`src/rtl/alu_serial_seq.sv`:
```
// Bit-serial ALU sequencer: drives one 1-bit ALU slice per clock, LSB first, and assembles result + flags.
// Optional ALU_SERIAL_OVF_EN: enables signed overflow tracking and an overflow-correct SLT.
module alu_serial_seq #(
    parameter int WIDTH = 32
) (
    input  logic             clk,
    input  logic             rst,
    input  logic             start,
    input  logic [WIDTH-1:0] src1,
    input  logic [WIDTH-1:0] src2,
    input  logic [3:0]       ALU_control,
    output logic             busy,
    output logic             done,
    output logic [WIDTH-1:0] result,
    output logic             zero,
    output logic             cout,
    output logic             overflow,
    output logic [1:0]       dbg_state
);

    // Handshake: start is a request sampled only while IDLE; busy covers accept..FIN,
    // done is a one-cycle pulse after FIN, and a start seen while busy is dropped.

    localparam int CW = $clog2(WIDTH);
    localparam logic [CW-1:0] LAST_BIT = CW'(WIDTH - 1);

    localparam logic [3:0] OP_AND = 4'b0000;
    localparam logic [3:0] OP_OR  = 4'b0001;
    localparam logic [3:0] OP_ADD = 4'b0010;
    localparam logic [3:0] OP_SUB = 4'b0110;
    localparam logic [3:0] OP_NOR = 4'b1100;
    localparam logic [3:0] OP_SLT = 4'b0111;

    typedef enum logic [1:0] {
        S_IDLE = 2'd0,
        S_RUN  = 2'd1,
        S_FIN  = 2'd2
    } state_t;

    state_t           state_q, state_d;
    logic [WIDTH-1:0] a_q, a_d, b_q, b_d;
    logic [3:0]       op_q, op_d;
    logic [WIDTH-1:0] work_q, work_d;
    logic [CW-1:0]    cnt_q, cnt_d;
    logic             carry_q, carry_d;
    logic             msb_sum_q, msb_sum_d;
    logic             cout_msb_q, cout_msb_d;
    logic             done_q, done_d;
    logic [WIDTH-1:0] result_q, result_d;
    logic             zero_q, zero_d;
    logic             cout_q, cout_d;
`ifdef ALU_SERIAL_OVF_EN
    logic             cin_msb_q, cin_msb_d;
    logic             overflow_q, overflow_d;
    logic             ovf_fin;
`endif

    logic             a_bit, b_bit, sum_bit, slice_cout, slice_res;
    logic             op_valid, is_arith, is_slt, slt_bit;
    logic [WIDTH-1:0] final_res;

    // Opcode fields: [3] A_invert, [2] B_invert, [1:0] slice mux (AND/OR/SUM/LESS).
    always_comb begin
        op_valid = (op_q == OP_AND) || (op_q == OP_OR) || (op_q == OP_ADD) ||
                   (op_q == OP_SUB) || (op_q == OP_NOR) || (op_q == OP_SLT);
        is_arith = (op_q == OP_ADD) || (op_q == OP_SUB) || (op_q == OP_SLT);
        is_slt   = (op_q == OP_SLT);

        a_bit      = a_q[cnt_q] ^ op_q[3];
        b_bit      = b_q[cnt_q] ^ op_q[2];
        sum_bit    = a_bit ^ b_bit ^ carry_q;
        slice_cout = (a_bit & b_bit) | (carry_q & (a_bit ^ b_bit));
        case (op_q[1:0])
            2'b00:   slice_res = a_bit & b_bit;
            2'b01:   slice_res = a_bit | b_bit;
            2'b10:   slice_res = sum_bit;
            default: slice_res = 1'b0;  // less input is held at 0 while running
        endcase
    end

    always_comb begin
`ifdef ALU_SERIAL_OVF_EN
        ovf_fin = is_arith & (cin_msb_q ^ cout_msb_q);
        slt_bit = msb_sum_q ^ ovf_fin;
`else
        slt_bit = msb_sum_q;
`endif
        if (!op_valid)
            final_res = '0;
        else if (is_slt)
            final_res = {{(WIDTH-1){1'b0}}, slt_bit};
        else
            final_res = work_q;
    end

    always_comb begin
        state_d    = state_q;
        a_d        = a_q;
        b_d        = b_q;
        op_d       = op_q;
        work_d     = work_q;
        cnt_d      = cnt_q;
        carry_d    = carry_q;
        msb_sum_d  = msb_sum_q;
        cout_msb_d = cout_msb_q;
        done_d     = 1'b0;
        result_d   = result_q;
        zero_d     = zero_q;
        cout_d     = cout_q;
`ifdef ALU_SERIAL_OVF_EN
        cin_msb_d  = cin_msb_q;
        overflow_d = overflow_q;
`endif
        case (state_q)
            S_IDLE: begin
                if (start) begin
                    a_d     = src1;
                    b_d     = src2;
                    op_d    = ALU_control;
                    work_d  = '0;
                    cnt_d   = '0;
                    carry_d = (ALU_control == OP_SUB) || (ALU_control == OP_SLT);
                    state_d = S_RUN;
                end
            end
            S_RUN: begin
                work_d[cnt_q] = slice_res;
                carry_d       = slice_cout;
                cnt_d         = cnt_q + 1'b1;
                if (cnt_q == LAST_BIT) begin
                    msb_sum_d  = sum_bit;
                    cout_msb_d = slice_cout;
`ifdef ALU_SERIAL_OVF_EN
                    cin_msb_d  = carry_q;
`endif
                    cnt_d      = '0;
                    state_d    = S_FIN;
                end
            end
            S_FIN: begin
                result_d   = final_res;
                zero_d     = op_valid && (final_res == '0);
                cout_d     = is_arith & cout_msb_q;
`ifdef ALU_SERIAL_OVF_EN
                overflow_d = ovf_fin;
`endif
                done_d     = 1'b1;
                state_d    = S_IDLE;
            end
            default: state_d = S_IDLE;
        endcase
    end

    always_ff @(posedge clk) begin
        if (rst) begin
            state_q    <= S_IDLE;
            a_q        <= '0;
            b_q        <= '0;
            op_q       <= '0;
            work_q     <= '0;
            cnt_q      <= '0;
            carry_q    <= 1'b0;
            msb_sum_q  <= 1'b0;
            cout_msb_q <= 1'b0;
            done_q     <= 1'b0;
            result_q   <= '0;
            zero_q     <= 1'b0;
            cout_q     <= 1'b0;
`ifdef ALU_SERIAL_OVF_EN
            cin_msb_q  <= 1'b0;
            overflow_q <= 1'b0;
`endif
        end else begin
            state_q    <= state_d;
            a_q        <= a_d;
            b_q        <= b_d;
            op_q       <= op_d;
            work_q     <= work_d;
            cnt_q      <= cnt_d;
            carry_q    <= carry_d;
            msb_sum_q  <= msb_sum_d;
            cout_msb_q <= cout_msb_d;
            done_q     <= done_d;
            result_q   <= result_d;
            zero_q     <= zero_d;
            cout_q     <= cout_d;
`ifdef ALU_SERIAL_OVF_EN
            cin_msb_q  <= cin_msb_d;
            overflow_q <= overflow_d;
`endif
        end
    end

    assign busy      = (state_q != S_IDLE);
    assign done      = done_q;
    assign result    = result_q;
    assign zero      = zero_q;
    assign cout      = cout_q;
    assign dbg_state = state_q;
`ifdef ALU_SERIAL_OVF_EN
    assign overflow  = overflow_q;
`else
    assign overflow  = 1'b0;
`endif

endmodule

```
`config.mk`:
```
export PLATFORM = sky130hd
export DESIGN_NAME = alu_serial_seq
export DESIGN_NICKNAME = d
export VERILOG_FILES = /design/src/rtl/alu_serial_seq.sv
export SDC_FILE = /design/constraint.sdc
export NUM_CORES = 1
export LEC_CHECK = 0
export ABC_AREA = 1
export BUFFER_PORTS_ARGS = -buffer_cell sky130_fd_sc_hd__buf_2
export CORE_AREA = 5 5 133 135
export CTS_CLUSTER_SIZE = 28
export DETAILED_ROUTE_END_ITERATION = 10
export DIE_AREA = 0 0 138 140
export PLACE_DENSITY_LB_ADDON = 0.15
export SYNTH_ARGS = -nofsm -noshare
export SYNTH_HDL_FRONTEND = slang
export SYNTH_SLANG_ARGS = --single-unit
```
`constraint.sdc`:
```
create_clock -name clk -period 7.6 [get_ports clk]
set_input_delay 1.14 -clock clk [delete_from_list [all_inputs] [get_ports clk]]
set_output_delay 1.14 -clock clk [all_outputs]
set_load 0.03 [all_outputs]
```
==> results of run 1 <==
flip-flops by register name, summed over array words and instances, names as in the netlist:
signal / count
cnt_q: 5
carry_q: 1
dbg_state: 2
result: 32
op_q: 4
b_q: 32
cout_msb_q: 1
a_q: 32
done: 1
zero: 1
msb_sum_q: 1
work_q: 32
cout: 1
kinds of logic (layout without fill, tap and decap cells):
logic type	Yosys count	in the layout
XOR/XNOR	3	3
buffers and inverters	96	173
AND/OR/NAND/NOR	313	313
adder cells (fa/ha/maj)	8	8
other	1	1
flip-flops	145	145
AO/OA/AOI/OAI	257	257
metal layers:
layer | up-vias | GRT usage | share of wire
met5 | - | 0 | 0
met4 | 0 | 0.04940 | 0.011
met3 | 17 | 0.03954 | 0.039
met2 | 121 | 0.2914 | 0.49
met1 | 2617 | 0.2193 | 0.46
li1 | 3007 | - | -
power by group:
group          switching [mW]  internal (mW)  total, mW
Combinational           0.138         0.0678      0.206
Clock                   0.329          0.615      0.944
Sequential             0.0200          0.793      0.813
worst min-delay path by stage:
stage / endpoint / slack (ns)
floorplan: msb_sum_q$_SDFFE_PP0P_ / 0.43
global placement: msb_sum_q$_SDFFE_PP0P_ / 0.45
detailed placement: msb_sum_q$_SDFFE_PP0P_ / 0.46
CTS: msb_sum_q$_SDFFE_PP0P_ / 0.47
global route: a_q[20]$_SDFFE_PP0P_ / 0.50
finish: msb_sum_q$_SDFFE_PP0P_ / 0.47
through the flow:
stage	cell area (µm²)	hold slack (ns)	setup WS [ns]	std cells
after floorplan	6415	0.4298	4.946	823
after global placement	6944	0.4545	4.128	1088
after detailed placement	6944	0.4647	4.054	1088
after CTS	7610	0.4727	4.032	1120
after global routing	7610	0.4998	3.670	1120
final	7610	0.4709	4.015	1120
layout make-up:
type / count / area (µm²)
Sequential cell: 145 / 2903
Fill cell: 1762 / 8738
Clock buffer: 18 / 429.2
Clock inverter: 14 / 236.5
Multi-Input combinational cell: 582 / 3072
Timing Repair Buffer: 114 / 585.6
Tap cell: 220 / 275.3
Inverter: 27 / 108.9
critical path, delay by kind of cell, from the launching register on:
kind | cells | cell delay, ns
AO/OA/AOI/OAI | 4 | 0.69
XOR/XNOR | 1 | 0.18
adder cells (fa/ha/maj) | 1 | 0.46
buffers and inverters | 3 | 0.92
flip-flops | 1 | 0.80
AND/OR/NAND/NOR | 4 | 0.35
cells in the final DEF, fill, tap and decap left out, types with 6 or more instances in the layout:
cell and instances:
nor2_1 182, nand2_1 54, o211ai_1 10, inv_2 8
bufinv_16 6, a21oi_1 28, o21ai_0 134, inv_1 16
ha_1 7, clkbuf_16 17, o22ai_1 16, buf_2 108
a22oi_1 32, buf_4 6, dfxtp_1 145, nand3_1 53
a311oi_1 32
==> results.toml, run 1 <==
[timing]
clock_skew_ns = 0.007017
setup_viol = 0
tightest_slew_ns = 0.9045
finalHoldViolCount = 0
final.setup.tns_ns = 0
maxSlewHeadroom = 0.3970
maxSlewViolCount = 0
finalCritPeriodShare = 0.4717
fmax_mhz = 278.9
grt_setup_unrepaired = "false"
fin_crit_ns = 3.585

[logic_synthesis]
yosys.area.top_type = "dfxtp_1"
synthSimpleGateAreaFrac = 0.2138
synth_adder_area_share = 0.01677
synth_edf_count = 0
yosysWarnings = 0
ys_seq_elements = 145
syn_area_per_cell_um2 = 7.795
muxShareOfSynthArea = 0
synth_top_area_share = 0.4525
synth_cell_types = 36
ys_seq_area_frac = 0.4525
syn_nets = 902
netlist_area_um2 = 6415
synth_xor_xnor_area_share = 0.006437
synth_compound_area_frac = 0.2409
synth_area_leaders = "dfxtp_1 45%, nor2_1 11%, o21ai_0 10%, a311oi_1 4.4%, nand3_1 4.1%"
synth_cells = 823
synth_common_cells = "182 x nor2_1, 145 x dfxtp_1, 134 x o21ai_0"
synth_top_family_by_area = "compound AO/OA/AOI/OAI gates"
async_flop_share = 0
synth_flop_cell = "dfxtp_1"
yosysMostFrequentCell = "nor2_1"

[finish]
nNetsFinal = 966
antenna_cells = 0
drive_above_1_share = 0.1967
syn_to_final_growth_pct = 18.63
fin_util = 0.4655

[critical_path]
reg2reg_from = "cnt_q[1]$_SDFFE_PP0P_"
slowest_delay_ns = 0.80
cp-end-kind = "flop"
crit_type = "reg -> reg"
reg2reg_depth = 13
reg2reg_to = "work_q[16]$_SDFFE_PP0P_"
crit_start = "cnt_q[1]$_SDFFE_PP0P_"
cp_max_fo = 32
slowest_stage = "dfxtp_1"
start_kind = "flop"
cp.arrival_ns = 3.85
crit_chain = "inv_1 -> o21ai_0 -> o22ai_1 -> nand2_1 -> nand2_1 -> nor2_1 -> nand2_1 -> xor2_2 -> inv_2 -> fa_1 -> a221oi_2 -> buf_4 -> a311oi_1"
r2r_slack_ns = 4.01
crit_end = "work_q[16]$_SDFFE_PP0P_"
cp.required_ns = 7.86
cp_common_cell = "nand2_1"

[floorplan]
core-area_um2 = 16350
ios = 110
placementRows = 47
initial_utilization = 0.3924
fp.dieH_um = 140
dieArea_um2 = 19320
fp.dieW_um = 138

[pwr]
peakVddDrop_mv = 0.1596
p_total_mw = 1.963
leakagePower_nw = 3.097
power_density_nw_per_um2 = 258.0

[clock_network]
cts.repair.resized = 0
htree_levels = 4
clockRootBuffer = "clkbuf_16"
cts.sinks = 145
clock_latency_ns = 0.42
cts.reportedPaths.clkPinSlew_ns = 0.06
clockBufferDepth = 2
postCtsSetupBuffers = 0
cts_tree = "yes"
cts_hold_buffers = 0
cts_inserted_buffers = 17

[hold_path]
hold_depth = 2
hold_path_class = "reg -> reg"
hold_start = "msb_sum_q$_SDFFE_PP0P_"

[detailed_routing]
vias = 5762
final_antenna_net_count = 0
finalWirelength_mm = 16.51
wl_per_cell_um = 14.74
drt_iter0_drc = 336
drc = 0
vias_per_cell = 5.145
drt_first_pass_iters = 5

[global_routing]
grt_max_degree = 106
globalRoute.totalOverflow = 0
antenna_found_initial = 0
grt_first_pass_wirelength_mm = 27.74
track_usage = 0.1716
grt_pass1_vias = 5590

[place]
gp_congestion = 0.7589
port_buffers = 108
dp_hpwl_mm = 10.96

[run_status]
outcome = "finished, final reports clean"

[flow_run]
max_cap_violations = 0
Power figures use the tool's default switching activity.
==> inputs of run 2 (changes only) <==
==> constraint.sdc (replaced) <==
create_clock -name clk -period 3.7 [get_ports clk]
set_input_delay 0.555 -clock clk [delete_from_list [all_inputs] [get_ports clk]]
set_output_delay 0.555 -clock clk [all_outputs]
set_load 0.03 [all_outputs]
==> run 2 against run 1 <==
  * Critical path type unchanged
  * Die area is the same
  * Global-route usage hardly changed
  * Via count is essentially flat
  * Critical path depth is 1 lower
  * Clock-buffer cell count increased by 8
  * Hold slack got worse by 0.091 ns
  * Core utilization shrank 0.39 points
  * Clock skew shrank 0.0016 ns
==> results.toml, run 2 (synthesized netlist as in run 1, its figures left out) <==
[run_status]
outcome = "finished, final reports clean"

[pwr]
power_density_nw_per_um2 = 484.5
peakVddDrop_mv = 0.3435
p_comb_frac = 0.118
p_seq_frac = 0.456
p_int_mw = 2.709
p_switching_uw = 946.9
p_total_mw = 3.656
switching_share = 0.2590
leakagePower_nw = 3.083
pwr-share-clk = 0.426

[timing]
tightest_slew_ns = 0.8337
clock_skew_ns = 0.005374
finalHoldViolCount = 0
setup_viol = 0
finalCritPeriodShare = 0.8627
fin_crit_ns = 3.192
grt_setup_unrepaired = "false"
maxSlewHeadroom = 0.4442
maxSlewViolCount = 0
final.setup.tns_ns = 0
fmax_mhz = 313.3

[floorplan]
fp.dieW_um = 138
placementRows = 47
fp.dieH_um = 140
ios = 110
initial_utilization = 0.3924
core-area_um2 = 16350
dieArea_um2 = 19320

[hold_path]
hold_path_class = "in -> reg"
hold_start = "src1[29]"

[clock_network]
clockBufferDepth = 2
cts.sinks = 145
cts_hold_buffers = 0
htree_levels = 4
cts_inserted_buffers = 17
cts.reportedPaths.clkPinSlew_ns = 0.06
clock_latency_ns = 0.42
cts.repair.resized = 0
cts_tree = "yes"
postCtsSetupBuffers = 0
clockRootBuffer = "clkbuf_16"

[detailed_routing]
final_antenna_net_count = 0
drt_iter0_drc = 433
drt_first_pass_iters = 4
drc = 0
wl_per_cell_um = 14.64
finalWirelength_mm = 16.49
vias_per_cell = 5.113
vias = 5757

[finish]
fillers = 1781
drive_above_1_share = 0.1987
nNetsFinal = 973
layout_commonest_cell = "nor2_1"
layout_common_cells = "182 x nor2_1, 145 x dfxtp_1, 134 x o21ai_0"
antenna_cells = 0
syn_to_final_growth_pct = 17.63
fin_area_um2 = 7546

[global_routing]
track_usage = 0.1720
grt_first_pass_wirelength_mm = 27.83
grt_pass1_vias = 5505
grt_max_degree = 70
globalRoute.totalOverflow = 0
antenna_found_initial = 0

[critical_path]
crit_type = "reg -> reg"
reg2reg_depth = 12
cp-end-kind = "flop"
cp.arrival_ns = 3.45
cp.required_ns = 3.96
crit_start = "cnt_q[4]$_SDFFE_PP0P_"
r2r_slack_ns = 0.51
start_kind = "flop"
reg2reg_from = "cnt_q[4]$_SDFFE_PP0P_"
cp_max_fo = 32
crit_end = "work_q[19]$_SDFFE_PP0P_"
reg2reg_to = "work_q[19]$_SDFFE_PP0P_"

[place]
dp_hpwl_mm = 11.30
postPlaceCellArea_um2 = 7009
gp_congestion = 0.7408
port_buffers = 108

[flow_run]
max_cap_violations = 0
==> run 2: through the flow <==
step,setup WS (ns),hold slack (ns),std cells,utilization
2_1_floorplan,1.046,0.4298,823,-
3_3_place_gp,0.5705,0.4567,1095,0.4287
3_5_place_dp,0.5361,0.4519,1095,0.4287
4_1_cts,0.5094,0.3645,1126,0.4616
5_1_grt,0.2775,0.3761,1126,0.4616
6_report,0.5078,0.3795,1126,0.4616
==> run 2: power groups by stage <==
stage / clock (mW) / sequential [mW] / combinational [mW]
after floorplan: 0 / 1.69 / 0.332
after global placement: 0 / 1.70 / 0.431
after detailed placement: 0 / 1.70 / 0.435
after CTS: 1.60 / 1.67 / 0.435
after global routing: 1.67 / 1.68 / 0.490
final: 1.56 / 1.67 / 0.430
==> run 2: worst min-delay path by stage <==
stage	cells past startpoint	endpoint
after floorplan	2	msb_sum_q$_SDFFE_PP0P_
after global placement	2	msb_sum_q$_SDFFE_PP0P_
after detailed placement	2	msb_sum_q$_SDFFE_PP0P_
after CTS	3	a_q[29]$_SDFFE_PP0P_
after global routing	3	a_q[5]$_SDFFE_PP0P_
final	3	a_q[29]$_SDFFE_PP0P_
==> run 2: final cells by class <==
cell class | count | area, µm² | area share
clock inverter | 5 | 27.53 | 0.003648
tap | 220 | 275.3 | 0.03648
inverter | 27 | 108.9 | 0.01443
multi-input combinational | 582 | 3072 | 0.4071
sequential | 145 | 2903 | 0.3847
timing repair buffer | 121 | 650.6 | 0.08622
clock buffer | 26 | 509.2 | 0.06748
==> run 2: metal layers <==
metal | wire length (µm) | vias up | global-route usage
li1 | - | 3013 | -
met1 | 7770 | 2602 | 0.2211
met2 | 7842 | 123 | 0.2880
met3 | 673 | 19 | 0.03885
met4 | 201 | 0 | 0.05564
met5 | 0 | - | 0
==> run 2: critical path, cell delays in order (launching register included) <==
cell and delay (ns):
dfxtp_1 0.58, inv_4 0.12, nor3_4 0.47, nand2_1 0.12, nand2_1 0.08, nor2_1 0.04
nand2_1 0.12, xor2_2 0.18, inv_2 0.06, fa_1 0.47, a221oi_2 0.25, buf_4 0.37
a311oi_1 0.15
==> inputs of run 3 (changes only) <==
--- a/config.mk
+++ b/config.mk
@@ -12,6 +12,7 @@
 export DETAILED_ROUTE_END_ITERATION = 10
 export DIE_AREA = 0 0 138 140
 export PLACE_DENSITY_LB_ADDON = 0.15
+export SKIP_LAST_GASP = 1
 export SYNTH_ARGS = -nofsm -noshare
 export SYNTH_HDL_FRONTEND = slang
 export SYNTH_SLANG_ARGS = --single-unit
==> constraint.sdc (replaced) <==
create_clock -name clk -period 2.8 [get_ports clk]
set_input_delay 0.42 -clock clk [delete_from_list [all_inputs] [get_ports clk]]
set_output_delay 0.42 -clock clk [all_outputs]
set_load 0.03 [all_outputs]
==> run 3 against run 2 <==
  * Worst setup slack worse by 0.43 ns
  * Critical path type unchanged
  * Total power rose by 39%
  * Clock skew is 0.00063 ns lower
  * Largest cell class unchanged
==> results.toml, run 3 (synthesized netlist as in run 1, its figures left out) <==
[pwr]
peakVddDrop_mv = 0.4410
power_density_nw_per_um2 = 635.0
pwr-share-clk = 0.418
p_total_mw = 5.067
p_int_mw = 3.758
p_seq_frac = 0.436
switching_share = 0.2583
leakagePower_nw = 3.296
p_comb_frac = 0.146
p_switching_mw = 1.309

[critical_path]
cp.arrival_ns = 2.99
cp-end-kind = "flop"
crit_type = "reg -> reg"
cp_max_fo = 10
cp.required_ns = 3.07
start_kind = "flop"

[detailed_routing]
drt_iter0_drc = 374
vias_per_cell = 5.120
dr_wl_met2_mm = 8.416
met1_length_mm = 7.947
drt_first_pass_iters = 5
routed.top_layer = "met4"
wl_per_cell_um = 14.86
drc = 0
vias = 5914
final_antenna_net_count = 0
finalWirelength_mm = 17.17
wl_met3_um = 649

[global_routing]
globalRoute.totalOverflow = 0
antenna_found_initial = 0
grt_max_degree = 59
grt_first_pass_wirelength_mm = 27.75
grt_pass1_vias = 5547
track_usage = 0.1728

[timing]
hold_ws_ns = 0.2485
finalCritPeriodShare = 0.9724
tightest_slew_ns = 0.7470
grt_setup_unrepaired = "true"
clock_skew_ns = 0.004747
fin_ws_ns = 0.07735
fmax_mhz = 367.3
setup_viol = 0
maxSlewViolCount = 0
final.setup.tns_ns = 0
finalHoldViolCount = 0
maxSlewHeadroom = 0.5015
fin_crit_ns = 2.723

[clock_network]
clockBufferDepth = 2
cts.reportedPaths.clkPinSlew_ns = 0.06
htree_levels = 4
cts_inserted_buffers = 17
cts.sinks = 145
clockRootBuffer = "clkbuf_16"
cts_tree = "yes"
clock_latency_ns = 0.42

[flow_run]
max_cap_violations = 0

[floorplan]
fp.dieW_um = 138
initial_utilization = 0.3924
placementRows = 47
ios = 110
fp.dieH_um = 140
core-area_um2 = 16350
dieArea_um2 = 19320

[place]
gp_congestion = 0.7708
port_buffers = 108
place_ws_ns = 0.01697
dp_hpwl_mm = 11.85

[finish]
syn_to_final_growth_pct = 24.38
nNetsFinal = 1004
layout_commonest_cell = "nor2_1"
antenna_cells = 0
layout_common_cells = "182 x nor2_1, 144 x dfxtp_1, 126 x o21ai_0"
drive_above_1_share = 0.2332

[run_status]
outcome = "finished, final reports clean"

[hold_path]
hold_path_class = "in -> reg"
run 3: path summary, 6_finish.rpt:
kind / start / to / slack (ns) / depth (start not counted)
worst max register to register: cnt_q[0]$_SDFFE_PP0P_ / work_q[3]$_SDFFE_PP0P_ / 0.08 / 14
worst min-delay path: src2[23] / b_q[23]$_SDFFE_PP0P_ / 0.25 / 3
worst max-delay path: cnt_q[0]$_SDFFE_PP0P_ / work_q[3]$_SDFFE_PP0P_ / 0.08 / 14
worst min register to register: msb_sum_q$_SDFFE_PP0P_ / msb_sum_q$_SDFFE_PP0P_ / 0.46 / 2
run 3: through the flow:
stage / util / instances / instance area (µm²)
3_3_place_gp: 0.4413 / 1119 / 7214
3_5_place_dp: 0.4413 / 1119 / 7214
5_1_grt: 0.4881 / 1155 / 7979
6_report: 0.4881 / 1155 / 7979
2_1_floorplan: - / 823 / 6415
4_1_cts: 0.4747 / 1148 / 7761
run 3: layout make-up:
type | count | area, µm²
inverter | 27 | 113.9
tap | 220 | 275.3
sequential | 145 | 2907
clock buffer | 24 | 491.7
timing repair buffer | 152 | 1010
fill | 1646 | 8369
multi-input combinational | 582 | 3127
clock inverter | 5 | 55.05
run 3: power groups by stage:
| stage | Sequential, mW | Clock (mW) | Combinational, mW |
|---|---|---|---|
| floorplan | 2.23 | 0 | 0.438 |
| global placement | 2.25 | 0 | 0.613 |
| detailed placement | 2.25 | 0 | 0.620 |
| CTS | 2.21 | 2.16 | 0.621 |
| global route | 2.22 | 2.26 | 0.820 |
| finish | 2.21 | 2.12 | 0.740 |
run 3: worst max-delay path, stage by stage (launching register included):
cell and delay [ns]:
dfxtp_4 0.41, inv_6 0.07, buf_4 0.17, o21ai_0 0.15
o22ai_1 0.13, nand2_1 0.08, nand2_1 0.04, nor2_1 0.11
nand2_2 0.08, xor2_2 0.18, fa_2 0.50, a221oi_4 0.24
buf_6 0.18, clkbuf_16 0.16, a311oi_2 0.08
run 3: repair_timing:
item                                    4_1_cts  5_1_grt
hold buffers                                  0        0
endpoints found under the setup margin        0       32
resized for setup                             0       28
setup buffers                                 0        2
run 3: metal layers:
layer	track usage	up-vias
met5	0	-
met4	0.03848	0
met3	0.04431	14
met2	0.2991	110
met1	0.2180	2716
li1	-	3074
